==> config.mk <==
export PLATFORM = sky130hd
export DESIGN_NAME = tcp_rt_timer_sched
export DESIGN_NICKNAME = d
export VERILOG_FILES = /design/src/rtl/tcp_pkg.sv /design/src/rtl/tcp_rt_timer_table.sv /design/src/rtl/tcp_rt_timer_sched.sv
export SDC_FILE = /design/constraint.sdc
export NUM_CORES = 1
export LEC_CHECK = 0
export BUFFER_PORTS_ARGS = -buffer_cell sky130_fd_sc_hd__clkbuf_2
export CAP_MARGIN = 25
export CORE_AREA = 2 2 349 178
export CTS_BUF_LIST = sky130_fd_sc_hd__clkbuf_16
export DETAILED_ROUTE_END_ITERATION = 16
export DIE_AREA = 0 0 351 180
export GPL_TIMING_DRIVEN = 0
export PLACE_DENSITY = 0.68
export SETUP_SLACK_MARGIN = 0.3
export SLEW_MARGIN = 0
export SYNTH_ARGS = -nofsm -noshare
export SYNTH_HDL_FRONTEND = slang
export SYNTH_SLANG_ARGS = --single-unit
export TNS_END_PERCENT = 5
==> constraint.sdc <==
create_clock -name clk -period 6.57 [get_ports clk]
set_input_delay 1.314 -clock clk [delete_from_list [all_inputs] [get_ports clk]]
set_output_delay 1.314 -clock clk [all_outputs]
set_load 0.1 [all_outputs]
==> src/rtl/tcp_pkg.sv <==
// Shared TCP engine types and constants.
// Also holds the state encoding for the retransmit-timer scheduler.
package tcp_pkg;

    localparam int MAX_TCP_FLOWS = 8;
    localparam int FLOWID_W = $clog2(MAX_TCP_FLOWS);
    localparam int TIMESTAMP_W = 64;
    localparam longint unsigned RT_TIMEOUT_CYCLES = 64'd250000000;

    typedef struct packed {
        logic                   timer_armed;
        logic [TIMESTAMP_W-1:0] timestamp;
    } tx_ack_timer_struct;

    typedef enum logic {
        SCAN       = 1'b0,
        EXPIRE_OUT = 1'b1
    } rt_sched_state_e;

endpackage

==> src/rtl/tcp_rt_timer_table.sv <==
// Per-flow retransmit timer storage.
// Supports arm, disarm and expire-clear writes, plus one combinational read port.
module tcp_rt_timer_table #(
    parameter int NUM_FLOWS   = tcp_pkg::MAX_TCP_FLOWS,
    parameter int FLOWID_W    = tcp_pkg::FLOWID_W,
    parameter int TIMESTAMP_W = tcp_pkg::TIMESTAMP_W
) (
    input  logic                   clk,
    input  logic                   rst,
    input  logic                   arm_en,
    input  logic [FLOWID_W-1:0]    arm_flowid,
    input  logic [TIMESTAMP_W-1:0] arm_time,
    input  logic                   disarm_en,
    input  logic [FLOWID_W-1:0]    disarm_flowid,
    input  logic                   clear_en,
    input  logic [FLOWID_W-1:0]    clear_flowid,
    input  logic [FLOWID_W-1:0]    rd_flowid,
    output logic                   rd_armed,
    output logic [TIMESTAMP_W-1:0] rd_timestamp
);
    import tcp_pkg::*;

    localparam int STORE_W = tcp_pkg::TIMESTAMP_W;

    tx_ack_timer_struct entries [NUM_FLOWS];
    logic [STORE_W-1:0] arm_time_ext;

    // Narrower timestamps are zero-extended into the shared entry format.
    assign arm_time_ext = STORE_W'(arm_time);

    // An arm to a flow overrides a disarm or expire-clear for the same flow in the same cycle.
    always_ff @(posedge clk) begin
        if (rst) begin
            for (int i = 0; i < NUM_FLOWS; i++) begin
                entries[i] <= '0;
            end
        end else begin
            for (int i = 0; i < NUM_FLOWS; i++) begin
                if (arm_en && arm_flowid == FLOWID_W'(i)) begin
                    entries[i].timer_armed <= 1'b1;
                    entries[i].timestamp   <= arm_time_ext;
                end else if ((disarm_en && disarm_flowid == FLOWID_W'(i)) ||
                             (clear_en && clear_flowid == FLOWID_W'(i))) begin
                    entries[i].timer_armed <= 1'b0;
                end
            end
        end
    end

    assign rd_armed     = entries[rd_flowid].timer_armed;
    assign rd_timestamp = entries[rd_flowid].timestamp[TIMESTAMP_W-1:0];

endmodule

==> src/rtl/tcp_rt_timer_sched.sv <==
// Round-robin retransmit-timer scheduler.
// Scans the per-flow timers and hands each timed-out flow to the retransmit path once per arming.
module tcp_rt_timer_sched #(
    parameter int              NUM_FLOWS      = tcp_pkg::MAX_TCP_FLOWS,
    parameter int              FLOWID_W       = tcp_pkg::FLOWID_W,
    parameter int              TIMESTAMP_W    = tcp_pkg::TIMESTAMP_W,
    parameter longint unsigned TIMEOUT_CYCLES = tcp_pkg::RT_TIMEOUT_CYCLES
) (
    input  logic                   clk,
    input  logic                   rst,
    input  logic                   arm_req_val,
    input  logic [FLOWID_W-1:0]    arm_req_flowid,
    output logic                   arm_req_rdy,
    input  logic                   disarm_req_val,
    input  logic [FLOWID_W-1:0]    disarm_req_flowid,
    output logic                   disarm_req_rdy,
    output logic                   expire_val,
    output logic [FLOWID_W-1:0]    expire_flowid,
    input  logic                   expire_rdy,
    output logic [TIMESTAMP_W-1:0] curr_time
);
    import tcp_pkg::*;

    rt_sched_state_e        state, state_next;
    logic [FLOWID_W-1:0]    scan_ptr, scan_ptr_next;
    logic [FLOWID_W-1:0]    exp_id, exp_id_next;
    logic                   req_rdy;
    logic                   arm_fire, disarm_fire, clear_en;
    logic                   rd_armed, scan_expired, pending_touched;
    logic [TIMESTAMP_W-1:0] rd_timestamp, elapsed;

    assign arm_req_rdy    = req_rdy;
    assign disarm_req_rdy = req_rdy;
    assign arm_fire       = arm_req_val && req_rdy;
    assign disarm_fire    = disarm_req_val && req_rdy;
    assign expire_val     = (state == EXPIRE_OUT);
    assign expire_flowid  = exp_id;

    // Modular subtraction keeps the age correct across counter wrap.
    assign elapsed      = curr_time - rd_timestamp;
    assign scan_expired = rd_armed && (elapsed >= TIMESTAMP_W'(TIMEOUT_CYCLES));

    assign pending_touched = (arm_fire && arm_req_flowid == exp_id) ||
                             (disarm_fire && disarm_req_flowid == exp_id);

    tcp_rt_timer_table #(
        .NUM_FLOWS   (NUM_FLOWS),
        .FLOWID_W    (FLOWID_W),
        .TIMESTAMP_W (TIMESTAMP_W)
    ) u_table (
        .clk           (clk),
        .rst           (rst),
        .arm_en        (arm_fire),
        .arm_flowid    (arm_req_flowid),
        .arm_time      (curr_time),
        .disarm_en     (disarm_fire),
        .disarm_flowid (disarm_req_flowid),
        .clear_en      (clear_en),
        .clear_flowid  (exp_id),
        .rd_flowid     (scan_ptr),
        .rd_armed      (rd_armed),
        .rd_timestamp  (rd_timestamp)
    );

    always_ff @(posedge clk) begin
        if (rst) begin
            state     <= SCAN;
            scan_ptr  <= '0;
            exp_id    <= '0;
            curr_time <= '0;
            req_rdy   <= 1'b0;
        end else begin
            state     <= state_next;
            scan_ptr  <= scan_ptr_next;
            exp_id    <= exp_id_next;
            curr_time <= curr_time + TIMESTAMP_W'(1);
            req_rdy   <= 1'b1;
        end
    end

    // The scan pointer stays frozen while an expire is outstanding.
    always_comb begin
        state_next    = state;
        scan_ptr_next = scan_ptr;
        exp_id_next   = exp_id;
        clear_en      = 1'b0;
        case (state)
            SCAN: begin
                if (scan_expired) begin
                    exp_id_next = scan_ptr;
                    state_next  = EXPIRE_OUT;
                end else begin
                    scan_ptr_next = scan_ptr + FLOWID_W'(1);
                end
            end
            EXPIRE_OUT: begin
                if (expire_rdy) begin
                    clear_en      = 1'b1;
                    state_next    = SCAN;
                    scan_ptr_next = scan_ptr + FLOWID_W'(1);
                end else if (pending_touched) begin
                    state_next    = SCAN;
                    scan_ptr_next = scan_ptr + FLOWID_W'(1);
                end
            end
            default: state_next = SCAN;
        endcase
    end

endmodule

==> metrics.md <==
| Metric | Value |
|---|---|
| DR pass1 iterations | `8` |
| Max VDD drop | `0.204 mV` |
| Initial antenna violation count | `3` |
| Largest net degree at the start of global routing | `46` |
| P&R area growth vs syn | `12.8%` |
| RSZ-0062 raised after global routing | `false` |
| Final Skew | `37.5 ps` |
| Critical setup path kind | `reg2reg` |
| Most used cell, CP | `mux2i_1` |
| Synth Register Bits | `595` |
| TritonCTS clock tree | `done` |
| PD cells | `312 mW/mm²` |
| Worst path max stage delay | `500 ps` |
| TNS Setup | `0 ps` |
| Initial core utilization | `49.4%` |
| Syn_area_per_cell | `12.0 µm²` |
| Max frequency | `0.163 GHz` |
| Clock insertion delay at the later pin of the skew report | `640 ps` |
| Post-DRT Antenna Nets | `0` |
| Die Footprint | `0.0632 mm²` |
| Worst rel slew slack | `24.7%` |
| Crit share post-route | `93.4%` |
| Count leader, synth | `nor2_1` |
| Vias in the first global route | `20962` |
| Crit. End Element | `register` |
| Worst Hold End | `expire_flowid[2]` |
| Status | `completed` |
| CTS H-tree lvls | `2` |
| Final Max Slew Viols | `0` |
| Crit path required time | `7100 ps` |
| Routability Congestion | `0.980` |
| Clock Pin Slew Worst Setup and Hold Paths | `60 ps` |
| Ant. Diodes | `0` |
| Number of I/O pins | `81` |
| Cell accounting for the most synthesized area | `edfxtp_1` |
| Nets | `2729` |
| Fill count | `4987` |
| Worst-Margin Slew | `1130 ps` |
| Element type at the critical path start | `register` |
| I/O Buffers | `80` |
| Rows | `64` |
| Crit-path slowest cell | `mux4_2` |
| # setup viols final | `0` |
| Final Total Pwr | `10500 µW` |
| Post-synth design cell area | `0.0298 mm²` |
| Syn_nets | `2568` |
| DRC | `0` |
| Vias per std cell | `6.24` |
| FF-to-FF setup slack | `430 ps` |
| DR iter-0 viols | `2986` |
| FF/Latch Area | `0.0171 mm²` |
| Hold Startpoint | `scan_ptr[2]` |
| HPWL Detailed | `70.1 mm` |
| CTS Buffer Depth | `3` |
| Post-synth top area share | `52.4%` |
| Via count | `21986` |
| Post-synthesis sequential area ratio | `57.5%` |
| Post-synth EDFFs | `520` |
| Hold/Removal Path Class | `reg2reg` |
| Core footprint | `0.0603 mm²` |
| GRT Total Usage | `30.3%` |
| Hold WS | `537 ps` |
| Post-synthesis instance total | `2491` |
| Synth warnings | `0` |
| Die height | `180 µm` |
| DR WL/cell | `27.3 µm` |
| Fin. Hold Viols | `0` |
| Worst Hold Depth | `2` |
| Reg2Reg Depth | `20` |
| Multi-input gate area | `0.0120 mm²` |
| Post-synthesis async set-or-reset flop share | `0%` |
| Worst Path Arrival | `6670 ps` |
| Crit-path max FO | `10` |
| Drt total wl | `96.2 mm` |
| CTS sink cnt | `595` |
| Die width | `351 µm` |
| Layout cells sized above 1 | `16.5%` |
| Cts bufs inserted | `53` |
| Yosys cell types | `94` |
| Clk root buf | `clkbuf_16` |
| Top cells by area, synth | `edfxtp_1 52%, mux4_2 9.8%, nor2_1 6.7%, dfxtp_1 5.0%, nand2_1 2.8%` |
| Min cycle time layout | `6140 ps` |
| Max capacitance violation total | `0` |
| Global-route wire length before repair | `139 mm` |
| Ys flop type | `edfxtp_1` |
| Static leakage | `0.0121 µW` |
| Crit-path cells | `clkbuf_2, clkbuf_8, clkbuf_4, buf_2, buf_8, mux4_2, mux2i_1, ha_1, nand2_1, o21ai_1, a21oi_1, o31a_1, nor2_1, nor4b_1, o41ai_1, xnor2_1, and3_1, nand4_4, o21ai_4, mux2i_1` |
| Gr ovfl total | `0` |
| Synth cell count leaders | `531 x nor2_1, 520 x edfxtp_1, 221 x nand2_1, 130 x mux4_2, 104 x a21oi_1` |
final cells by class:
class | count | area share (%)
timing repair buffer | 106 | 2.54
inverter | 88 | 0.984
tap | 825 | 3.07
sequential | 595 | 51.0
buffer | 132 | 1.80
clock buffer | 53 | 3.95
clock inverter | 47 | 1.00
multi-input combinational | 1676 | 35.7
registers in the layout, summed over array words and instances (netlist names), named ones only:
register,cells
arm_req_rdy,1
curr_time,64
expire_flowid,3
expire_val,1
scan_ptr,3
u_table.entries,520
layer usage:
metal / track usage [%] / vias to the layer above / routed length, µm
met1: 46.8 / 11049 / 42100
li1: - / 9470 / -
met2: 41.0 / 1347 / 38700
met3: 10.6 / 118 / 13400
met4: 6.28 / 2 / 1920
met5: 0 / - / 12
cell families after synthesis:
logic type               share of synthesized area (%)
buffers and inverters                             2.91
AND/OR/NAND/NOR                                   14.5
multiplexers                                      12.7
flip-flops                                        57.5
AO/OA/AOI/OAI                                     7.15
adder cells (fa/ha/maj)                           2.80
XOR/XNOR                                          2.47
what timing repair did:
action	in CTS	in global routing
endpoints found under the setup margin	10	10
pin swaps	1	5
gates cloned	0	0
setup buffers	0	6
hold buffers	0	0
gates resized for setup	38	40
hold endpoints to repair	0	0
critical path, delay by kind of cell, from the launching register on:
| kind | cells | cell delay [ps] |
|---|---|---|
| simple gates | 5 | 1210 |
| fa+ha+maj | 1 | 320 |
| mux | 3 | 1010 |
| buf+inv | 5 | 1240 |
| compound gates | 5 | 1640 |
| flops | 1 | 300 |
| xor+xnor | 1 | 300 |
layout by cell type, fill, tap and decap left out, types with 8 or more instances in the layout:
master	Yosys	routed
a21oi_2	8	11
a211oi_1	12	11
and3_1	15	15
a21o_1	20	20
nand2b_1	10	10
clkbuf_16	0	53
mux2i_1	82	81
nor2_1	531	529
o21ai_0	65	62
nand2_1	221	213
inv_1	87	97
buf_16	0	9
nor3_1	25	25
buf_1	26	17
nand4_1	42	42
or3_1	24	24
ha_1	65	65
nor4_1	11	11
clkinv_1	0	10
nand3_1	41	41
a21oi_1	104	98
clkbuf_2	1	90
buf_2	17	21
edfxtp_1	520	520
clkinv_2	0	15
buf_4	3	10
clkbuf_1	84	70
mux4_2	130	130
or2_2	13	13
dfxtp_1	75	75
a31oi_1	10	8
o21bai_1	9	9
xor2_1	54	54
o22ai_1	9	9
xnor2_1	30	30
o21a_1	11	11
o21ai_1	14	16
nand2_4	0	8
buf_8	0	10
how the worst max path moves through the flow:
stage              from        to  slack, ps  cells past startpoint
2_1_floorplan  register  register       1000                     20
3_3_place_gp   register  register      -1550                     19
3_5_place_dp   register  register      -1450                     20
4_1_cts        register  register        330                     21
5_1_grt        register  register        300                     19
6_report       register  register        430                     20
through the flow:
step | std cells | util, % | setup slack (ps) | area, µm²
after floorplan | 2491 | - | 1000 | 29800
after global placement | 3396 | 51.8 | -1550 | 31200
after detailed placement | 3416 | 52.5 | -1450 | 31700
after CTS | 3516 | 55.5 | 334 | 33400
after global routing | 3522 | 55.7 | 302 | 33600
final | 3522 | 55.7 | 433 | 33600
where the power goes:
group,total [µW],internal [µW],switching (µW)
Clock,3020,1540,1490
Sequential,4300,4240,53.2
Combinational,3150,1150,1990
Total,10500,6930,3530
Power figures use the tool's default switching activity.
